$ cat src/rtl/decode138_pkg.sv
// decode138_pkg: shared widths, inactive output pattern and the one-cold
// decode helper used by the 74LS138-style 3-to-8 decoder.
package decode138_pkg;

  localparam int ADDR_W = 3;
  localparam int NUM_OUT = 8;
  localparam logic [NUM_OUT-1:0] Y_INACTIVE = 8'hFF;

  // Maps an address and the combined enable to an active-low one-cold vector.
  // With the enable low every output stays high, so the address is ignored.
  function automatic logic [NUM_OUT-1:0] decode_one_cold(
    input logic [ADDR_W-1:0] addr,
    input logic              en
  );
    logic [NUM_OUT-1:0] vec;
    vec = Y_INACTIVE;
    if (en) begin
      vec[addr] = 1'b0;
    end
    return vec;
  endfunction

endpackage

$ cat src/rtl/decode138_if.sv
// decode138_if: groups the address, enable and decoded output pins of the
// 74LS138-style decoder. The master drives address/enables and observes the
// outputs; the slave (the decoder) does the opposite.
interface decode138_if;

  logic A0;
  logic A1;
  logic A2;
  logic E1;
  logic E2_n;
  logic E3_n;
  logic Y0_n;
  logic Y1_n;
  logic Y2_n;
  logic Y3_n;
  logic Y4_n;
  logic Y5_n;
  logic Y6_n;
  logic Y7_n;

  modport master (
    output A0, A1, A2, E1, E2_n, E3_n,
    input  Y0_n, Y1_n, Y2_n, Y3_n, Y4_n, Y5_n, Y6_n, Y7_n
  );

  modport slave (
    input  A0, A1, A2, E1, E2_n, E3_n,
    output Y0_n, Y1_n, Y2_n, Y3_n, Y4_n, Y5_n, Y6_n, Y7_n
  );

endinterface

$ cat src/rtl/decode138_core.sv
// decode138_core: purely combinational enable gating and one-cold decode.
// Produces the 8-bit active-low vector the top level registers (or passes
// straight through in the combinational build).
module decode138_core
  import decode138_pkg::*;
(
  input  logic [ADDR_W-1:0]  addr,
  input  logic               e1,
  input  logic               e2_n,
  input  logic               e3_n,
  output logic [NUM_OUT-1:0] y_next
);

  logic en;

  // All three enables must be asserted; any one inactive blanks the outputs.
  always_comb begin
    en     = e1 & ~e2_n & ~e3_n;
    y_next = decode_one_cold(addr, en);
  end

endmodule

$ cat src/rtl/decode_138.sv
// decode_138: 74LS138-style 3-to-8 decoder with active-low outputs.
// Default build registers the decoded vector on clk with a synchronous
// active-high reset to OUT_RST. Defining DECODE138_COMB_EN removes the
// register for zero-latency decoding; clk, rst and OUT_RST are then unused.
module decode_138
  import decode138_pkg::*;
#(
  parameter logic [NUM_OUT-1:0] OUT_RST = Y_INACTIVE
) (
  input logic           clk,
  input logic           rst,
  decode138_if.slave    bus
);

  logic [NUM_OUT-1:0] y_d;
  logic [NUM_OUT-1:0] y_out;

  decode138_core u_core (
    .addr   ({bus.A2, bus.A1, bus.A0}),
    .e1     (bus.E1),
    .e2_n   (bus.E2_n),
    .e3_n   (bus.E3_n),
    .y_next (y_d)
  );

`ifdef DECODE138_COMB_EN
  // Classic 74LS138 timing: outputs follow the inputs with no register.
  always_comb begin
    y_out = y_d;
  end
`else
  logic [NUM_OUT-1:0] y_q;

  // The only state in the design: one register stage on the decoded vector.
  always_ff @(posedge clk) begin
    if (rst) begin
      y_q <= OUT_RST;
    end else begin
      y_q <= y_d;
    end
  end

  // Registered vector drives the pins.
  always_comb begin
    y_out = y_q;
  end
`endif

  assign bus.Y0_n = y_out[0];
  assign bus.Y1_n = y_out[1];
  assign bus.Y2_n = y_out[2];
  assign bus.Y3_n = y_out[3];
  assign bus.Y4_n = y_out[4];
  assign bus.Y5_n = y_out[5];
  assign bus.Y6_n = y_out[6];
  assign bus.Y7_n = y_out[7];

endmodule

$ cat src/flat_wrapper.sv
// flat-port wrapper written by rule: the top's interface ports become plain ports
module decode_138_flat import decode138_pkg::*;
#(
  parameter logic [NUM_OUT-1:0] OUT_RST = Y_INACTIVE
)
  (clk, rst, bus_A0, bus_A1, bus_A2, bus_E1, bus_E2_n, bus_E3_n, bus_Y0_n, bus_Y1_n, bus_Y2_n, bus_Y3_n, bus_Y4_n, bus_Y5_n, bus_Y6_n, bus_Y7_n);
  decode138_if bus_i ();
  input logic clk;
  input logic rst;
  input wire logic [$bits(bus_i.A0)-1:0] bus_A0;
  input wire logic [$bits(bus_i.A1)-1:0] bus_A1;
  input wire logic [$bits(bus_i.A2)-1:0] bus_A2;
  input wire logic [$bits(bus_i.E1)-1:0] bus_E1;
  input wire logic [$bits(bus_i.E2_n)-1:0] bus_E2_n;
  input wire logic [$bits(bus_i.E3_n)-1:0] bus_E3_n;
  output wire logic [$bits(bus_i.Y0_n)-1:0] bus_Y0_n;
  output wire logic [$bits(bus_i.Y1_n)-1:0] bus_Y1_n;
  output wire logic [$bits(bus_i.Y2_n)-1:0] bus_Y2_n;
  output wire logic [$bits(bus_i.Y3_n)-1:0] bus_Y3_n;
  output wire logic [$bits(bus_i.Y4_n)-1:0] bus_Y4_n;
  output wire logic [$bits(bus_i.Y5_n)-1:0] bus_Y5_n;
  output wire logic [$bits(bus_i.Y6_n)-1:0] bus_Y6_n;
  output wire logic [$bits(bus_i.Y7_n)-1:0] bus_Y7_n;
  assign bus_i.A0 = bus_A0;
  assign bus_i.A1 = bus_A1;
  assign bus_i.A2 = bus_A2;
  assign bus_i.E1 = bus_E1;
  assign bus_i.E2_n = bus_E2_n;
  assign bus_i.E3_n = bus_E3_n;
  assign bus_Y0_n = bus_i.Y0_n;
  assign bus_Y1_n = bus_i.Y1_n;
  assign bus_Y2_n = bus_i.Y2_n;
  assign bus_Y3_n = bus_i.Y3_n;
  assign bus_Y4_n = bus_i.Y4_n;
  assign bus_Y5_n = bus_i.Y5_n;
  assign bus_Y6_n = bus_i.Y6_n;
  assign bus_Y7_n = bus_i.Y7_n;
  decode_138 #(.OUT_RST(OUT_RST)) u_core (.clk(clk), .rst(rst), .bus(bus_i));
endmodule
$ cat config.mk
export PLATFORM = sky130hd
export DESIGN_NAME = decode_138_flat
export DESIGN_NICKNAME = d
export VERILOG_FILES = /design/src/rtl/decode138_pkg.sv /design/src/rtl/decode138_if.sv /design/src/rtl/decode138_core.sv /design/src/rtl/decode_138.sv /design/src/flat_wrapper.sv
export SDC_FILE = /design/constraint.sdc
export NUM_CORES = 1
export LEC_CHECK = 0
export CORE_AREA = 2 2 39 41
export CTS_CLUSTER_DIAMETER = 200
export DETAILED_ROUTE_END_ITERATION = 12
export DIE_AREA = 0 0 41 43
export PLACE_DENSITY_LB_ADDON = 0.12
export SYNTH_ARGS = -nofsm -noshare
export SYNTH_HDL_FRONTEND = slang
export SYNTH_HIERARCHICAL = 1
export SYNTH_SLANG_ARGS = --single-unit
$ cat constraint.sdc
create_clock -name clk -period 0.8 [get_ports clk]
set_input_delay 0.16 -clock clk [delete_from_list [all_inputs] [get_ports clk]]
set_output_delay 0.16 -clock clk [all_outputs]
set_load 0.03 [all_outputs]
; ---- Yosys cells after proc, flatten, opt, wreduce, memory -nomap -nowiden
; Index checks and enable logic that the tools add are counted.
[totals]
inputBits = 8
wordCells = 13
regBits = 8
out_inout_bits = 8
[classes]
n_reduce_logical = 2
n_bitwise = 6
magnitude_cmp = 2
muxes = 2
[op_table]
columns = op, count
row1 = 8-bit inverter, 1
row2 = "3-bit by 4-bit < comparator with 1-bit output, second input constant", 1
row3 = 1-bit demux with 3-bit select, 1
row4 = "3-bit by 1-bit greater-or-equal comparator with 1-bit output, second input constant", 1
row5 = 1-bit inverter, 3
row6 = 1-bit bitwise AND, 2
row7 = 2-bit OR reduction, 1
row8 = 1-bit logical AND, 1
row9 = 1-bit two-way mux, 1

; ---- Logic depth before layout (Yosys ltp)
; Gate-level depths: netlist (run 1).
[depth]
depth_word = 5
mapped_depth = 3
mapped_depth_nobuf = 3

; ---- Modules after synthesis
; Netlist (run 1), hierarchy kept.
[by_module_without_submodules]
columns = mod, area_per_inst_um2, n_inst, seq_area_each_um2, cells_each
row1 = decode_138, 210.2, 1, 160.2, 16
row2 = decode138_core, 90.1, 1, 0.0, 14

; ---- Worst setup path after synthesis (run 1)
; Ideal clock, no wire load.
[synth_path]
kind = input to register
from = in bus_E2_n
to = reg u_core.y_q[2], in the netlist u_core/y_out[2]
path_stages = 3
path_buffers = 0
required_time_ns = 0.680
setup_ns = 0.120
t_arrival_ns = 0.670
path_slack_ns = 0.010
cell_sequence = nor3b_2 -> nand3_1 -> or2_1
[synth_via]
elab_chain_cells = 5
[synth_rtl]
columns = item, line
row1 = start: declaration, flat_wrapper.sv:14  ; input wire logic [$bits(bus_i.E2_n)-1:0] bus_E2_n;
row2 = 1-bit inverter, decode138_core.sv:18  ; en = e1 & ~e2_n & ~e3_n;
row3 = 1-bit bitwise AND (2 in a row), decode138_core.sv:18
row4 = 1-bit inverter (no line), n/a
row5 = 2-bit OR reduction (no line), n/a
row6 = end signal: assignment, decode_138.sv:39  ; y_q <= y_d;
row7 = end: declaration, decode_138.sv:32  ; logic [NUM_OUT-1:0] y_q;
; Every way passes these cells.
; A chain may end at the register's enable or synchronous reset.

; ---- Final worst setup path (run 1)
[layout_path]
from = reg u_core.y_q[1], in the netlist u_core/y_out[1]
to = out bus_Y1_n
[layout_lines]
columns = item, line
row1 = end: declaration, flat_wrapper.sv:17  ; output wire logic [$bits(bus_i.Y1_n)-1:0] bus_Y1_n;
; No word-level cell between the ends.

==> flow_metrics.env, run 1 <==
export IMPL_drc=0
export IMPL_end_kind="output port"
export IMPL_ys_ff_latch=8
export IMPL_yosys_warnings=6
export IMPL_ys_top_cells_by_area="dfxtp_1, or2_1, nor3b_2"
export IMPL_layout_nets=59
export IMPL_start_util=0.217
export IMPL_slew_violations=0
export IMPL_antenna_found_initial=0
export IMPL_avgRoutedWirePerCell_um=8.55
export IMPL_place_area_um2=458
export IMPL_setup_viol=8
export IMPL_area_growth_pct=70.8
export IMPL_postRouteAntennaNets=0
export IMPL_numCtsBuffers=3
export IMPL_worst_slew_pin_slew_ns=0.214
export IMPL_crit_path_max_incr_delay_ns=0.31
export IMPL_grt_pass1_wl_um=745
export IMPL_final_setup_tns_ns=-0.307
export IMPL_min_period_ns=0.840
export IMPL_die_w_um=41
export IMPL_power_density_nw_per_um2=1480
export IMPL_path_buf_inv=1
export IMPL_grt_pass1_vias=228
export IMPL_die_height_um=43
export IMPL_place_gp_congestion=0.720
export IMPL_pin_count=16
export IMPL_status="complete, but fails checks"
export IMPL_max_freq_ghz=1.19
export IMPL_crit_cells=1
export IMPL_crit_fanout=1
export IMPL_crit_family="flip-flops"
export IMPL_p_leak_nw=0.202
export IMPL_worstPathArrival_ns=0.68
export IMPL_die_area_um2=1760
export IMPL_grt_max_degree=9
export IMPL_clkTransAtPathRegs_ns=0.05
export IMPL_dpl_hpwl_um=473
export IMPL_cts_htree_levels=1
export IMPL_finalCritPeriodShare=1.05
export IMPL_critPathLaunch="u_core/y_out[1]"
export IMPL_cpMaxStageDelayCell="dfxtp_2"
export IMPL_drtPass1Iterations=4
export IMPL_portBuffers=15
export IMPL_fin_area_um2=513
export IMPL_worst_slack_ns=-0.0398
export IMPL_endpoint="bus_Y1_n"
export IMPL_syn_num_nets=38
export IMPL_place_ws_ns=-0.525
export IMPL_cts_root_buf="clkbuf_4"
export IMPL_slew_limit_headroom=0.857
export IMPL_worst_ep_required_time_ns=0.64
export IMPL_routed_wl_um=556
export IMPL_rows=14
export IMPL_min_path_cells=2
export IMPL_clock_sinks=8
export IMPL_seq_area_frac_synth=0.533
export IMPL_diodes=0
export IMPL_hold_viol=0
export IMPL_worstPathCellList="buf_6"
export IMPL_cts_buffer_depth=2
export IMPL_maxCapViolations=0
export IMPL_synth_area_um2=300
export IMPL_critical_path_class="reg -> out"
export IMPL_postSynthAreaPerCell_um2=10.0
export IMPL_largest_reg_flops=8
export IMPL_yosysTopAreaCellShare=0.533
export IMPL_tritoncts="done"
export IMPL_cts_hold_repair_buffers=0
export IMPL_grt_usage=0.0684
export IMPL_yosysTopAreaCell="dfxtp_1"
export IMPL_overflow=0
export IMPL_viasPerCell=4.12
export IMPL_violations="negative setup slack"
export IMPL_final_layout_size_suffix_gt1_frac=0.612
export IMPL_netlist_instances=30
export IMPL_num_vias=268
export IMPL_ir_drop_mv=0.288
export IMPL_dr_first_iter_drc_count=2
export IMPL_hold_path_class="in -> reg"
export IMPL_critPathLaunchType="flip-flop"
export IMPL_rsz0062_at_grt="yes"
export IMPL_synth_cell_types=9
export IMPL_core_area_um2=1380
layout by cell type, fill, tap and decap left out:
cell type	netlist	final
buf_6	0	8
or2_1	8	8
dfxtp_2	0	8
nand2_1	6	6
clkbuf_2	0	5
clkbuf_4	0	3
nand3_1	2	2
nor3b_4	0	2
clkdlybuf4s15_1	0	1
dlymetal6s2s_1	0	1
and3b_2	1	1
nor2_2	0	1
nor3_2	1	1
and3b_1	1	1
buf_4	0	1
through the flow:
| stage | cells | power, mW | util | hold WS [ns] |
|---|---|---|---|---|
| finish | 65 | 0.759 | 0.371 | 0.226 |
| global route | 65 | 0.796 | 0.371 | 0.250 |
| CTS | 65 | 0.780 | 0.377 | 0.351 |
| detailed placement | 62 | 0.490 | 0.331 | 0.589 |
| global placement | 62 | 0.489 | 0.331 | 0.589 |
| floorplan | 30 | 0.434 | - | 0.257 |
final cells by class:
cell class / count / area (um2)
fillers: 152 / 871
flip-flops and latches: 8 / 170
multi-input cells: 22 / 155
repair buffers: 16 / 145
clock buffers: 3 / 22.5
well taps: 16 / 20.0
how the worst min path moves through the flow:
| stage | from | end | slack, ns |
|---|---|---|---|
| 3_5_place_dp | u_core/y_out[5] | bus_Y5_n | 0.59 |
| 4_1_cts | bus_E2_n | u_core/y_out[3] | 0.35 |
| 2_1_floorplan | rst | u_core/y_out[6] | 0.26 |
| 5_1_grt | bus_E2_n | u_core/y_out[3] | 0.25 |
| 6_report | rst | u_core/y_out[6] | 0.23 |
| 3_3_place_gp | u_core/y_out[5] | bus_Y5_n | 0.59 |
report_power, final:
part | internal [mW] | switching (mW) | total, mW
Combinational | 0.0391 | 0.0372 | 0.0763
Clock | 0.170 | 0.110 | 0.280
Sequential | 0.402 | 0.00101 | 0.403
Total | 0.611 | 0.148 | 0.759
repair_timing:
| action | CTS | global route |
|---|---|---|
| endpoints found under the setup margin | 16 | 16 |
| cloned | 0 | 0 |
| gates resized for setup | 25 | 12 |
| setup buffers | 0 | 0 |
| pin swaps | 4 | 4 |
| endpoints found under the hold margin | 0 | 0 |
layer usage:
metal | track usage | share of wire | up-vias | wire [um]
li1 | - | - | 135 | -
met1 | 0.0485 | 0.33 | 118 | 183
met2 | 0.109 | 0.53 | 15 | 295
met3 | 0.0157 | 0.14 | 0 | 77
met4 | 0.100 | 0 | 0 | 0
met5 | 0 | 0 | - | 0
cells by family (layout without fill, tap and decap cells):
group / after synthesis / in the layout / share of synthesized area
buffers and inverters: 0 / 19 / 0
DFF: 8 / 8 / 0.533
and+or+nand+nor: 22 / 22 / 0.467
cell usage after synthesis:
cell type / number
and3b_1: 1
and3b_2: 1
dfxtp_1: 8
nand2_1: 6
nand3_1: 2
nor2_1: 1
nor3_2: 1
nor3b_2: 2
or2_1: 8
No activity file was read; power rests on OpenSTA's default activity.
==> run 2, diff against run 1 <==
- RECOVER_POWER: not set -> 100
- clock period: 0.8 -> 0.9 ns (I/O delays scaled with it)
==> run 2 against run 1 <==
Against the previous run: the flow now finishes without violations; setup slack better by 0.064 ns; clock power down 10%; non-clock buffer count unchanged; cell area down 1.5%; sequential cell count unchanged; via count unchanged; combinational power down 13%; sequential power down 11%; sequential share of layout area down 0.99 points; clock-buffer cell count unchanged; global-route usage up 1.7 points; largest cell class unchanged.
==> flow_metrics.env, run 2 (synthesis gave the netlist of run 1 again) <==
export IMPL_status="finished clean"
export IMPL_min_path_cells=4
export IMPL_final_layout_size_suffix_gt1_frac=0.347
export IMPL_worstPathCellList="buf_6"
export IMPL_start_util=0.217
export IMPL_critical_path_class="reg -> out"
export IMPL_overflow=0
export IMPL_crit_path_max_incr_delay_ns=0.32
export IMPL_path_buf_inv=1
export IMPL_dpl_hpwl_um=480
export IMPL_cts_hold_repair_buffers=0
export IMPL_clock_sinks=8
export IMPL_n_fill_cell=153
export IMPL_cts_buffer_depth=2
export IMPL_tritoncts="done"
export IMPL_rows=14
export IMPL_crit_fanout=1
export IMPL_portBuffers=15
export IMPL_min_period_ns=0.876
export IMPL_die_height_um=43
export IMPL_place_area_um2=458
export IMPL_viasPerCell=4.12
export IMPL_worstPathArrival_ns=0.70
export IMPL_final_setup_tns_ns=0
export IMPL_largest_reg_flops=8
export IMPL_comb_power_share=0.098
export IMPL_crit_family="flip-flops"
export IMPL_place_gp_congestion=0.720
export IMPL_critPathLaunchType="flip-flop"
export IMPL_slew_violations=0
export IMPL_end_kind="output port"
export IMPL_setup_viol=0
export IMPL_numCtsBuffers=3
export IMPL_worst_ep_required_time_ns=0.72
export IMPL_clkTransAtPathRegs_ns=0.05
export IMPL_area_growth_pct=68.3
export IMPL_drc=0
export IMPL_routed_wl_um=536
export IMPL_pwr_share_seq=0.530
export IMPL_maxCapViolations=0
export IMPL_multi_input_area_um2=145
export IMPL_cts_htree_levels=1
export IMPL_postRouteAntennaNets=0
export IMPL_layout_cells_most_common="or2_1"
export IMPL_die_area_um2=1760
export IMPL_seq_area_um2=163
export IMPL_avgRoutedWirePerCell_um=8.25
export IMPL_postCtsSetupBuffers=0
export IMPL_fin_area_um2=505
export IMPL_dr_first_iter_drc_count=1
export IMPL_drtPass1Iterations=2
export IMPL_power_density_nw_per_um2=1340
export IMPL_num_vias=268
export IMPL_power_switching_mw=0.131
export IMPL_grt_usage=0.0855
export IMPL_slew_limit_headroom=0.866
export IMPL_die_w_um=41
export IMPL_max_freq_ghz=1.14
export IMPL_pwr_share_clk=0.372
export IMPL_grt_pass1_wl_um=986
export IMPL_core_area_um2=1380
export IMPL_diodes=0
export IMPL_grt_max_degree=9
export IMPL_finalCritPeriodShare=0.973
export IMPL_hold_path_class="in -> reg"
export IMPL_p_int_mw=0.545
export IMPL_cpMaxStageDelayCell="dfxtp_1"
export IMPL_worst_slew_pin_slew_ns=0.200
export IMPL_grt_pass1_vias=267
export IMPL_layout_common_cells="or2_1, buf_6, nand2_1, dfxtp_1, dlygate4sd2_1"
export IMPL_switching_share=0.194
export IMPL_layout_nets=59
export IMPL_antenna_found_initial=0
export IMPL_ir_drop_mv=0.271
export IMPL_crit_cells=1
export IMPL_p_leak_nw=0.195
export IMPL_cts_root_buf="clkbuf_4"
export IMPL_hold_viol=0
export IMPL_pin_count=16
## run 2: layout make-up
| class | instances | area share |
|---|---|---|
| flip-flops and latches | 8 | 0.322 |
| clock buffers | 3 | 0.0446 |
| well taps | 16 | 0.0396 |
| repair buffers | 16 | 0.307 |
| multi-input cells | 22 | 0.287 |
## run 2: final timing paths
path	startpoint	endpoint	slack (ns)
hold / removal	bus_E2_n	u_core/y_out[3]	0.38
setup / recovery	u_core/y_out[0]	bus_Y0_n	0.02
## run 2: per-layer routing
layer / GRT usage / wire length, um
met5: 0 / 0
met4: 0.100 / 0
met3: 0.0157 / 75
met2: 0.122 / 267
met1: 0.0906 / 193
## run 2: power by group through the flow
stage	sequential, mW	combinational (mW)	clock [mW]
CTS	0.358	0.0654	0.269
global route	0.357	0.0742	0.278
floorplan	0.369	0.0170	0
detailed placement	0.365	0.0713	0
global placement	0.364	0.0702	0
finish	0.358	0.0662	0.251
## run 2: through the flow
step | hold slack [ns] | utilization | instances | setup WS (ns) | power (mW)
2_1_floorplan | 0.277 | - | 30 | 0.0896 | 0.386
3_3_place_gp | 0.609 | 0.331 | 62 | -0.447 | 0.435
3_5_place_dp | 0.609 | 0.331 | 62 | -0.462 | 0.436
4_1_cts | 0.404 | 0.346 | 65 | 0.000115 | 0.692
5_1_grt | 0.409 | 0.365 | 65 | -0.000154 | 0.710
6_report | 0.383 | 0.365 | 65 | 0.0240 | 0.676
## run 2: repair_timing
item                                    4_1_cts  5_1_grt
endpoints found under the setup margin        8        8
pin swaps                                     3        3
gates resized for setup                       7       11
==> run 3, diff against run 2 <==
- CAP_MARGIN: not set -> 25
==> results of run 3 <==
Final layout, timing and power as in run 2 (identical DEF).
